File: src/rtl/ola_synth.sv
`default_nettype none
// ============================================================================
//  Module   : ola_synth
//  Brief    : 50%-overlap overlap-add synthesis stage after the IFFT. The first
//             half of each frame is summed with the stored second half of the
//             previous frame. Define OLA_SAT_EN to saturate the sum instead of
//             letting it wrap.
//  Revision : 1.0
// ============================================================================
module ola_synth #(
    parameter int N      = 32,
    parameter int HOP    = 16,
    parameter int DATA_W = 32
) (
    input  logic              clk,
    input  logic              reset,
    input  logic              in_valid,
    input  logic [DATA_W-1:0] in_data,
    input  logic              flush,
    output logic              out_valid,
    output logic [DATA_W-1:0] out_data,
    output logic              out_sof
);

    localparam int IDX_W  = $clog2(N);
    localparam int TAIL_W = $clog2(HOP);

    localparam logic [0:0] ST_HEAD = 1'b0;
    localparam logic [0:0] ST_TAIL = 1'b1;

    localparam logic [IDX_W-1:0]  IDX_ZERO  = '0;
    localparam logic [IDX_W-1:0]  IDX_HEADL = IDX_W'(HOP - 1);
    localparam logic [IDX_W-1:0]  IDX_LAST  = IDX_W'(N - 1);
    localparam logic [DATA_W-1:0] DATA_MAX  = {1'b0, {(DATA_W-1){1'b1}}};
    localparam logic [DATA_W-1:0] DATA_MIN  = {1'b1, {(DATA_W-1){1'b0}}};

    logic [0:0]        state_q, state_d;
    logic [IDX_W-1:0]  idx_q, idx_d;
    logic [DATA_W-1:0] tail_q [HOP];
    logic              out_valid_q, out_valid_d;
    logic              out_sof_q, out_sof_d;
    logic [DATA_W-1:0] out_data_q, out_data_d;

    logic              tail_we;
    logic              tail_clr;
    logic [TAIL_W-1:0] tail_addr;
    logic [DATA_W-1:0] tail_rd;
    logic [DATA_W:0]   sum_full;
    logic [DATA_W-1:0] sum_red;

    // HOP == N/2 is a power of two, so the low index bits address the tail
    // both when reading (idx < HOP) and when writing (idx - HOP).
    assign tail_addr = idx_q[TAIL_W-1:0];
    assign tail_rd   = tail_q[tail_addr];
    assign sum_full  = {in_data[DATA_W-1], in_data} + {tail_rd[DATA_W-1], tail_rd};

`ifdef OLA_SAT_EN
    always_comb begin
        sum_red = sum_full[DATA_W-1:0];
        if (sum_full[DATA_W] != sum_full[DATA_W-1]) begin
            sum_red = sum_full[DATA_W] ? DATA_MIN : DATA_MAX;
        end
    end
`else
    logic unused_sat;
    assign unused_sat = ^{sum_full[DATA_W], DATA_MAX, DATA_MIN};
    assign sum_red    = sum_full[DATA_W-1:0];
`endif

    // ------------------------------------------------------------------
    // FSM: state register
    // ------------------------------------------------------------------
    always_ff @(posedge clk or negedge reset) begin
        if (!reset) begin
            state_q <= ST_HEAD;
        end else begin
            state_q <= state_d;
        end
    end

    // ------------------------------------------------------------------
    // FSM: next state
    // ------------------------------------------------------------------
    always_comb begin
        state_d = state_q;
        if (flush) begin
            state_d = ST_HEAD;
        end else if (in_valid) begin
            case (state_q)
                ST_HEAD: if (idx_q == IDX_HEADL) state_d = ST_TAIL;
                ST_TAIL: if (idx_q == IDX_LAST)  state_d = ST_HEAD;
                default: state_d = ST_HEAD;
            endcase
        end
    end

    // ------------------------------------------------------------------
    // FSM: outputs and datapath controls
    // ------------------------------------------------------------------
    always_comb begin
        idx_d       = idx_q;
        out_valid_d = 1'b0;
        out_sof_d   = 1'b0;
        out_data_d  = out_data_q;
        tail_we     = 1'b0;
        tail_clr    = 1'b0;
        if (flush) begin
            // Flush wins over a coincident sample, which is dropped.
            idx_d    = IDX_ZERO;
            tail_clr = 1'b1;
        end else if (in_valid) begin
            idx_d = idx_q + 1'b1;
            if (state_q == ST_HEAD) begin
                out_valid_d = 1'b1;
                out_data_d  = sum_red;
                out_sof_d   = (idx_q == IDX_ZERO);
            end else begin
                tail_we = 1'b1;
            end
        end
    end

    always_ff @(posedge clk or negedge reset) begin
        if (!reset) begin
            idx_q       <= '0;
            out_valid_q <= 1'b0;
            out_sof_q   <= 1'b0;
            out_data_q  <= '0;
        end else begin
            idx_q       <= idx_d;
            out_valid_q <= out_valid_d;
            out_sof_q   <= out_sof_d;
            out_data_q  <= out_data_d;
        end
    end

    always_ff @(posedge clk or negedge reset) begin
        if (!reset) begin
            for (int i = 0; i < HOP; i++) begin
                tail_q[i] <= '0;
            end
        end else if (tail_clr) begin
            for (int i = 0; i < HOP; i++) begin
                tail_q[i] <= '0;
            end
        end else if (tail_we) begin
            tail_q[tail_addr] <= in_data;
        end
    end

    assign out_valid = out_valid_q;
    assign out_sof   = out_sof_q;
    assign out_data  = out_data_q;

endmodule
`default_nettype wire

File: config.mk
export PLATFORM = sky130hd
export DESIGN_NAME = ola_synth
export DESIGN_NICKNAME = d
export VERILOG_FILES = /design/src/rtl/ola_synth.sv
export SDC_FILE = /design/constraint.sdc
export NUM_CORES = 1
export LEC_CHECK = 0
export CAP_MARGIN = 0
export CORE_ASPECT_RATIO = 1.75
export CORE_MARGIN = 2
export CORE_UTILIZATION = 35
export DETAILED_ROUTE_END_ITERATION = 8
export PLACE_DENSITY = 0.61
export SYNTH_ARGS = -nofsm -noshare
export SYNTH_HDL_FRONTEND = slang
export SYNTH_SLANG_ARGS = --single-unit
File: constraint.sdc
create_clock -name clk -period 6.5 [get_ports clk]
set_clock_uncertainty 0.05 [all_clocks]
set_input_delay 0.975 -clock clk [delete_from_list [all_inputs] [get_ports clk]]
set_output_delay 0.975 -clock clk [all_outputs]
set_load 0.01 [all_outputs]
==> results of run 1 <==
==> cell type report <==
class | count | area, µm² | share of cell area, %
timing repair buffer | 116 | 1110 | 3.86
tap | 931 | 1160 | 4.06
clock buffer | 68 | 1380 | 4.80
sequential | 552 | 13800 | 48.2
clock inverter | 18 | 256 | 0.894
multi-input combinational | 1069 | 10900 | 38.0
inverter | 13 | 48.8 | 0.170
==> flip-flops by register name (all words and copies together) (netlist names) <==
| name | flops |
|---|---|
| idx_q | 5 |
| out_data | 32 |
| out_sof | 1 |
| out_valid | 1 |
| state_q | 1 |
| tail_q | 512 |
==> layout by cell type (no fill, tap or decap), types with 5 or more instances in the layout <==
cell type        instances
a21o_1                   5
a21oi_1                 36
a21oi_4                 15
a22o_1                 465
a31oi_1                  5
a32o_1                  46
and2_0                  13
and2_1                  23
and2_2                  11
and3_1                   5
and3_2                   5
buf_12                   5
buf_4                   42
bufinv_16                6
clkbuf_1                11
clkbuf_16               49
clkbuf_8                 8
clkdlybuf4s50_1         67
clkinv_2                 9
dfrtp_1                548
ha_1                    34
inv_1                   13
mux4_2                 159
nand2_1                 62
nand3_1                 16
nand4_1                  8
nor2_1                  21
nor3_1                   7
o211ai_1                 5
o21a_1                   5
o21ai_0                 36
o31ai_1                  6
xnor2_1                 13
xor2_1                  15
==> worst paths after layout <==
check	startpoint	end	slack, ns	cells past startpoint
max in group asynchronous	reset	tail_q[283]	4.66	2
worst min-delay path	reset	tail_q[443]	0.38	1
min in group clk	out_data[4]	out_data[4]	0.42	2
worst max-delay path	idx_q[0]	out_data[23]	1.58	11
worst max register to register	idx_q[0]	out_data[23]	1.58	11
worst min register to register	out_data[4]	out_data[4]	0.42	2
==> metrics by stage <==
step | area [µm²] | util, % | power, mW | hold slack (ns) | setup slack, ns
3_5_place_dp | 27100 | 37.2 | 4.14 | 0.416 | 1.57
5_1_grt | 28700 | 39.4 | 7.35 | 0.455 | 1.17
2_1_floorplan | 25700 | - | 3.82 | 0.395 | 2.67
4_1_cts | 28700 | 39.4 | 7.19 | 0.432 | 1.54
3_3_place_gp | 27100 | 37.2 | 4.14 | 0.410 | 1.52
6_report | 28700 | 39.4 | 7.15 | 0.380 | 1.58
==> cells by family (layout without fill, tap and decap cells) <==
kind of cell,Yosys count,count (layout)
adder cells (fa/ha/maj),36,36
multiplexers,162,162
flip-flops,552,552
buffers and inverters,259,215
AND/OR/NAND/NOR,187,187
XOR/XNOR,28,28
AO/OA/AOI/OAI,656,656
==> per-layer routing <==
metal,global-route usage (%),vias to the layer above
met5,0,-
met3,4.49,308
met1,27.5,9578
li1,-,7158
met2,37.7,1122
met4,13.3,2
==> power by group through the flow <==
| stage | logic [mW] | clock network (mW) | registers, mW |
|---|---|---|---|
| after floorplan | 0.265 | 0 | 3.55 |
| after global placement | 0.565 | 0 | 3.57 |
| after detailed placement | 0.570 | 0 | 3.57 |
| after CTS | 0.571 | 3.12 | 3.50 |
| after global routing | 0.603 | 3.24 | 3.51 |
| final | 0.572 | 3.07 | 3.50 |
==> results.ini, run 1 <==
[critical_path]
cp_slowest_cell = dfrtp_4
worstPathRequired_ns = 6.90
critPathKind = register to register
crit_buf_inv = 1
cp_cell_sequence = buf_4, mux4_2, mux4_2, ha_1, a21oi_1, nand2_1, a221oi_1, o21ai_0, a21oi_1, xor2_1, o21ai_0
critical_path_arrival_ns = 5.32
endpoint_kind = register
slowest_delay_ns = 1.11
cp_max_fo = 46
start_kind = register
cp_top_family = compound AO/OA/AOI/OAI gates

[drt]
drt-met1-wl_mm = 31.8
wirelength_mm = 86.0
firstDrtPassIters = 5
vias = 18168
wl_per_cell_um = 31.1
post_drt_via_cell_ratio = 6.57
top_layer = met5
drtIter0Drc = 1974
drtAntennaViolNets = 0
dr_wl_met2_mm = 41.4
dr_wl_met3_mm = 7.10
route.detailed.drc = 0

[timing]
setup_viol = 0
slew_headroom_pct = 31.7
period_share_pct = 75.7
tns_ns = 0
slew_viol_final = 0
worst_slew_pin_slew_ns = 1.03
finalCriticalPeriod_ns = 4.92
finalHoldViolCount = 0
timing.fmax_mhz = 203
rsz0062_at_grt = false

[pwr]
p_sw_mw = 1.79
p_leak_nw = 12.6
p_comb_share_pct = 8.0
power.density_nw_per_um2 = 249
vdd_drop_max_mv = 0.184
swShare_pct = 25.0
p_seq_share_pct = 49.0
power_frac_clock_pct = 43.0
p_int_mw = 5.36

[clock_tree]
clock-sinks = 552
cts-htree-levels = 2
clockBufferDepth = 3
clock_latency_ns = 0.60
cts-buffers-inserted = 47
postCtsSetupRepairBufs = 0
hold_buffers = 0
root_buffer = clkbuf_16
cts_tree = done
path_clk_slew_ns = 0.08
post_cts_resize_count = 0

[die]
die_w_um = 209
dieArea_um2 = 75600
ios = 70
die_y_um = 362
start_util_pct = 35.3
rows = 131
core-area_um2 = 72800

[final_layout]
drive_above_1_share_pct = 17.9
area_delta_synth_final_pct = 11.8
final_nets = 1871
fillers = 6700
antennaDiodeCount = 0
layoutNonFillerInstCount = 2767

[global_route]
grt_pass1_wl_mm = 129
grt_overflow_total = 0
grt_max_degree = 119
grt.total_usage_pct = 22.7
first_global_vias = 18994
antenna_found_initial = 3

[synthesis]
synth_top_family_by_area = compound AO/OA/AOI/OAI gates
yosys.area_share.simple_pct = 3.68
synth-compound-area-share_pct = 21.2
syn_inst = 1880
yosysTopAreaCellShare_pct = 53.8
synthMuxAreaShare_pct = 14.1
synthTopCellsByArea = dfrtp_1 54%, a22o_1 16%, mux4_2 14%
async_reset_ff_share_pct = 100
yosysUniqueCellTypes = 58
synth_nets = 1952
yosysMostFrequentCell = dfrtp_1
syn_area_um2 = 25700
yosysTopAreaCell = dfrtp_1
postSynthAreaPerCell_um2 = 13.7
synthXorXnorAreaFrac_pct = 0.955
synth_commonest_cells = 552 x dfrtp_1, 465 x a22o_1, 159 x mux4_2
synth_fa_ha_area_share_pct = 1.78
synth-edff-count = 0
ys_seq_elements = 552
ys_warn_count = 0
ys.flop_type = dfrtp_1
yosysSeqAreaShare_pct = 53.8

[worst_hold_path]
hp-class = input port to asynchronous set/reset pin

[place]
io_buffer_count = 69
place_congestion = 0.919
dp.cells = 2681
dp_hpwl_mm = 49.4

[status]
status = completed

[flow_run]
maxCapViolations = 0

Power figures use the tool's default switching activity.
==> inputs of run 2 (changes only) <==
==> constraint.sdc (replaced) <==
create_clock -name clk -period 4.7 [get_ports clk]
set_clock_uncertainty 0.05 [all_clocks]
set_input_delay 0.705 -clock clk [delete_from_list [all_inputs] [get_ports clk]]
set_output_delay 0.705 -clock clk [all_outputs]
set_load 0.01 [all_outputs]
==> run 2 against run 1 <==
  * Clock power rose by 37%
  * Count of clock-buffer cells in the layout is 3 higher
  * Critical path depth rose by 1
  * Sequential cell count unchanged
  * Design area rose by 1.4%
  * Register-to-register slack lost 1.2 ns
  * Via count rose by 0.80%
  * Worst setup slack worse by 1.2 ns
  * Largest cell class unchanged
==> results.ini, run 2 (synthesis results as in run 1) <==
[status]
status = completed

[timing]
setup_viol = 0
timing.fmax_mhz = 230
tns_ns = 0
worst_slew_pin_slew_ns = 1.09
finalHoldViolCount = 0
worst_hold_slack_ns = 0.135
rsz0062_at_grt = false
finalCriticalPeriod_ns = 4.35
slew_viol_final = 0
period_share_pct = 92.6
slew_headroom_pct = 27.5

[pwr]
p_leak_nw = 12.8
vdd_drop_max_mv = 0.266
power.density_nw_per_um2 = 340

[clock_tree]
postCtsSetupRepairBufs = 0
root_buffer = clkbuf_16
hold_buffers = 0
clockBufferDepth = 3
clock-sinks = 552
clock_latency_ns = 0.59
cts-htree-levels = 2
path_clk_slew_ns = 0.07
post_cts_resize_count = 0
cts_tree = done
cts-buffers-inserted = 48

[global_route]
antenna_found_initial = 1
grt_overflow_total = 0
grt.total_usage_pct = 23.1
grt_max_degree = 124
first_global_vias = 19462
grt_pass1_wl_mm = 131

[die]
start_util_pct = 35.3
die_y_um = 362
core-area_um2 = 72800
rows = 131
dieArea_um2 = 75600
die_w_um = 209
ios = 70

[place]
dp_hpwl_mm = 53.0
place_congestion = 0.933
io_buffer_count = 69

[final_layout]
final_common_cell = dfrtp_1
layout_common_cells = 548 x dfrtp_1, 465 x a22o_1, 159 x mux4_2
multi_input_area_um2 = 10900
final_nets = 1909
regArea_um2 = 13800
largest_register_ffs = 512
antennaDiodeCount = 0
fillers = 6701
area_delta_synth_final_pct = 13.3
fin_util_pct = 40.0
top_register = tail_q
drive_above_1_share_pct = 19.7

[worst_hold_path]
hp-class = input port to asynchronous set/reset pin

[critical_path]
endpoint_kind = register
critPathKind = register to register
worstPathRequired_ns = 5.10
cp_max_fo = 30
critical_path_arrival_ns = 4.75
start_kind = register

[drt]
wl_per_cell_um = 30.9
drtIter0Drc = 1962
wirelength_mm = 86.8
route.detailed.drc = 0
vias = 18313
drtAntennaViolNets = 0
post_drt_via_cell_ratio = 6.53
firstDrtPassIters = 8

[flow_run]
maxCapViolations = 0

[run 2: final timing paths]
| kind | slack (ns) | end | from | depth (start not counted) |
|---|---|---|---|---|
| min in group clk | 0.43 | out_data[10] | out_data[10] | 2 |
| worst max register to register | 0.35 | out_data[25] | idx_q[0] | 12 |
| max in group asynchronous | 3.26 | out_data[16] | reset | 2 |
| worst min-delay path | 0.13 | tail_q[60] | reset | 1 |
| worst max-delay path | 0.35 | out_data[25] | idx_q[0] | 12 |
| worst min register to register | 0.43 | out_data[10] | out_data[10] | 2 |
[run 2: cell type report]
class | count | share of cell area [%]
clock buffers | 71 | 4.91
clock inverters | 17 | 0.697
inverters | 13 | 0.168
multi-input cells | 1069 | 37.5
flip-flops and latches | 552 | 47.5
well taps | 931 | 4.00
repair buffers | 153 | 5.19
[run 2: metrics by stage]
step                      std cells  worst slack [ns]  instance area [µm²]  power, mW
after global placement         2718             0.320                27500       5.77
after detailed placement       2718             0.368                27500       5.78
after floorplan                1880             0.871                25700       5.28
after global routing           2806            0.0186                29100       10.2
after CTS                      2806             0.357                29100       9.94
final                          2806             0.348                29100       9.88
[run 2: report_power, final]
group	total [mW]	switching [mW]	internal (mW)
logic	0.854	0.568	0.286
clock network	4.20	1.86	2.33
registers	4.83	0.0450	4.79
total	9.88	2.48	7.41
[run 2: per-layer routing]
metal  track usage, %  part of all wire [%]  up-vias
met5                0                 0.014        -
met4             13.8                   6.6        2
met3             3.71                   7.5      270
met2             38.2                    48     1038
met1             28.5                    37     9768
li1                 -                     -     7235
[run 2: critical path: stages (launching register included)]
cell and delay [ns]:
dfrtp_4 0.64, buf_12 0.30, buf_4 0.25, mux4_2 0.52, mux4_2 0.52, ha_1 0.40, a21oi_1 0.28, o22ai_1 0.11
a31oi_1 0.33, a41o_1 0.35, o21bai_1 0.13, xnor2_1 0.18, o21ai_0 0.10
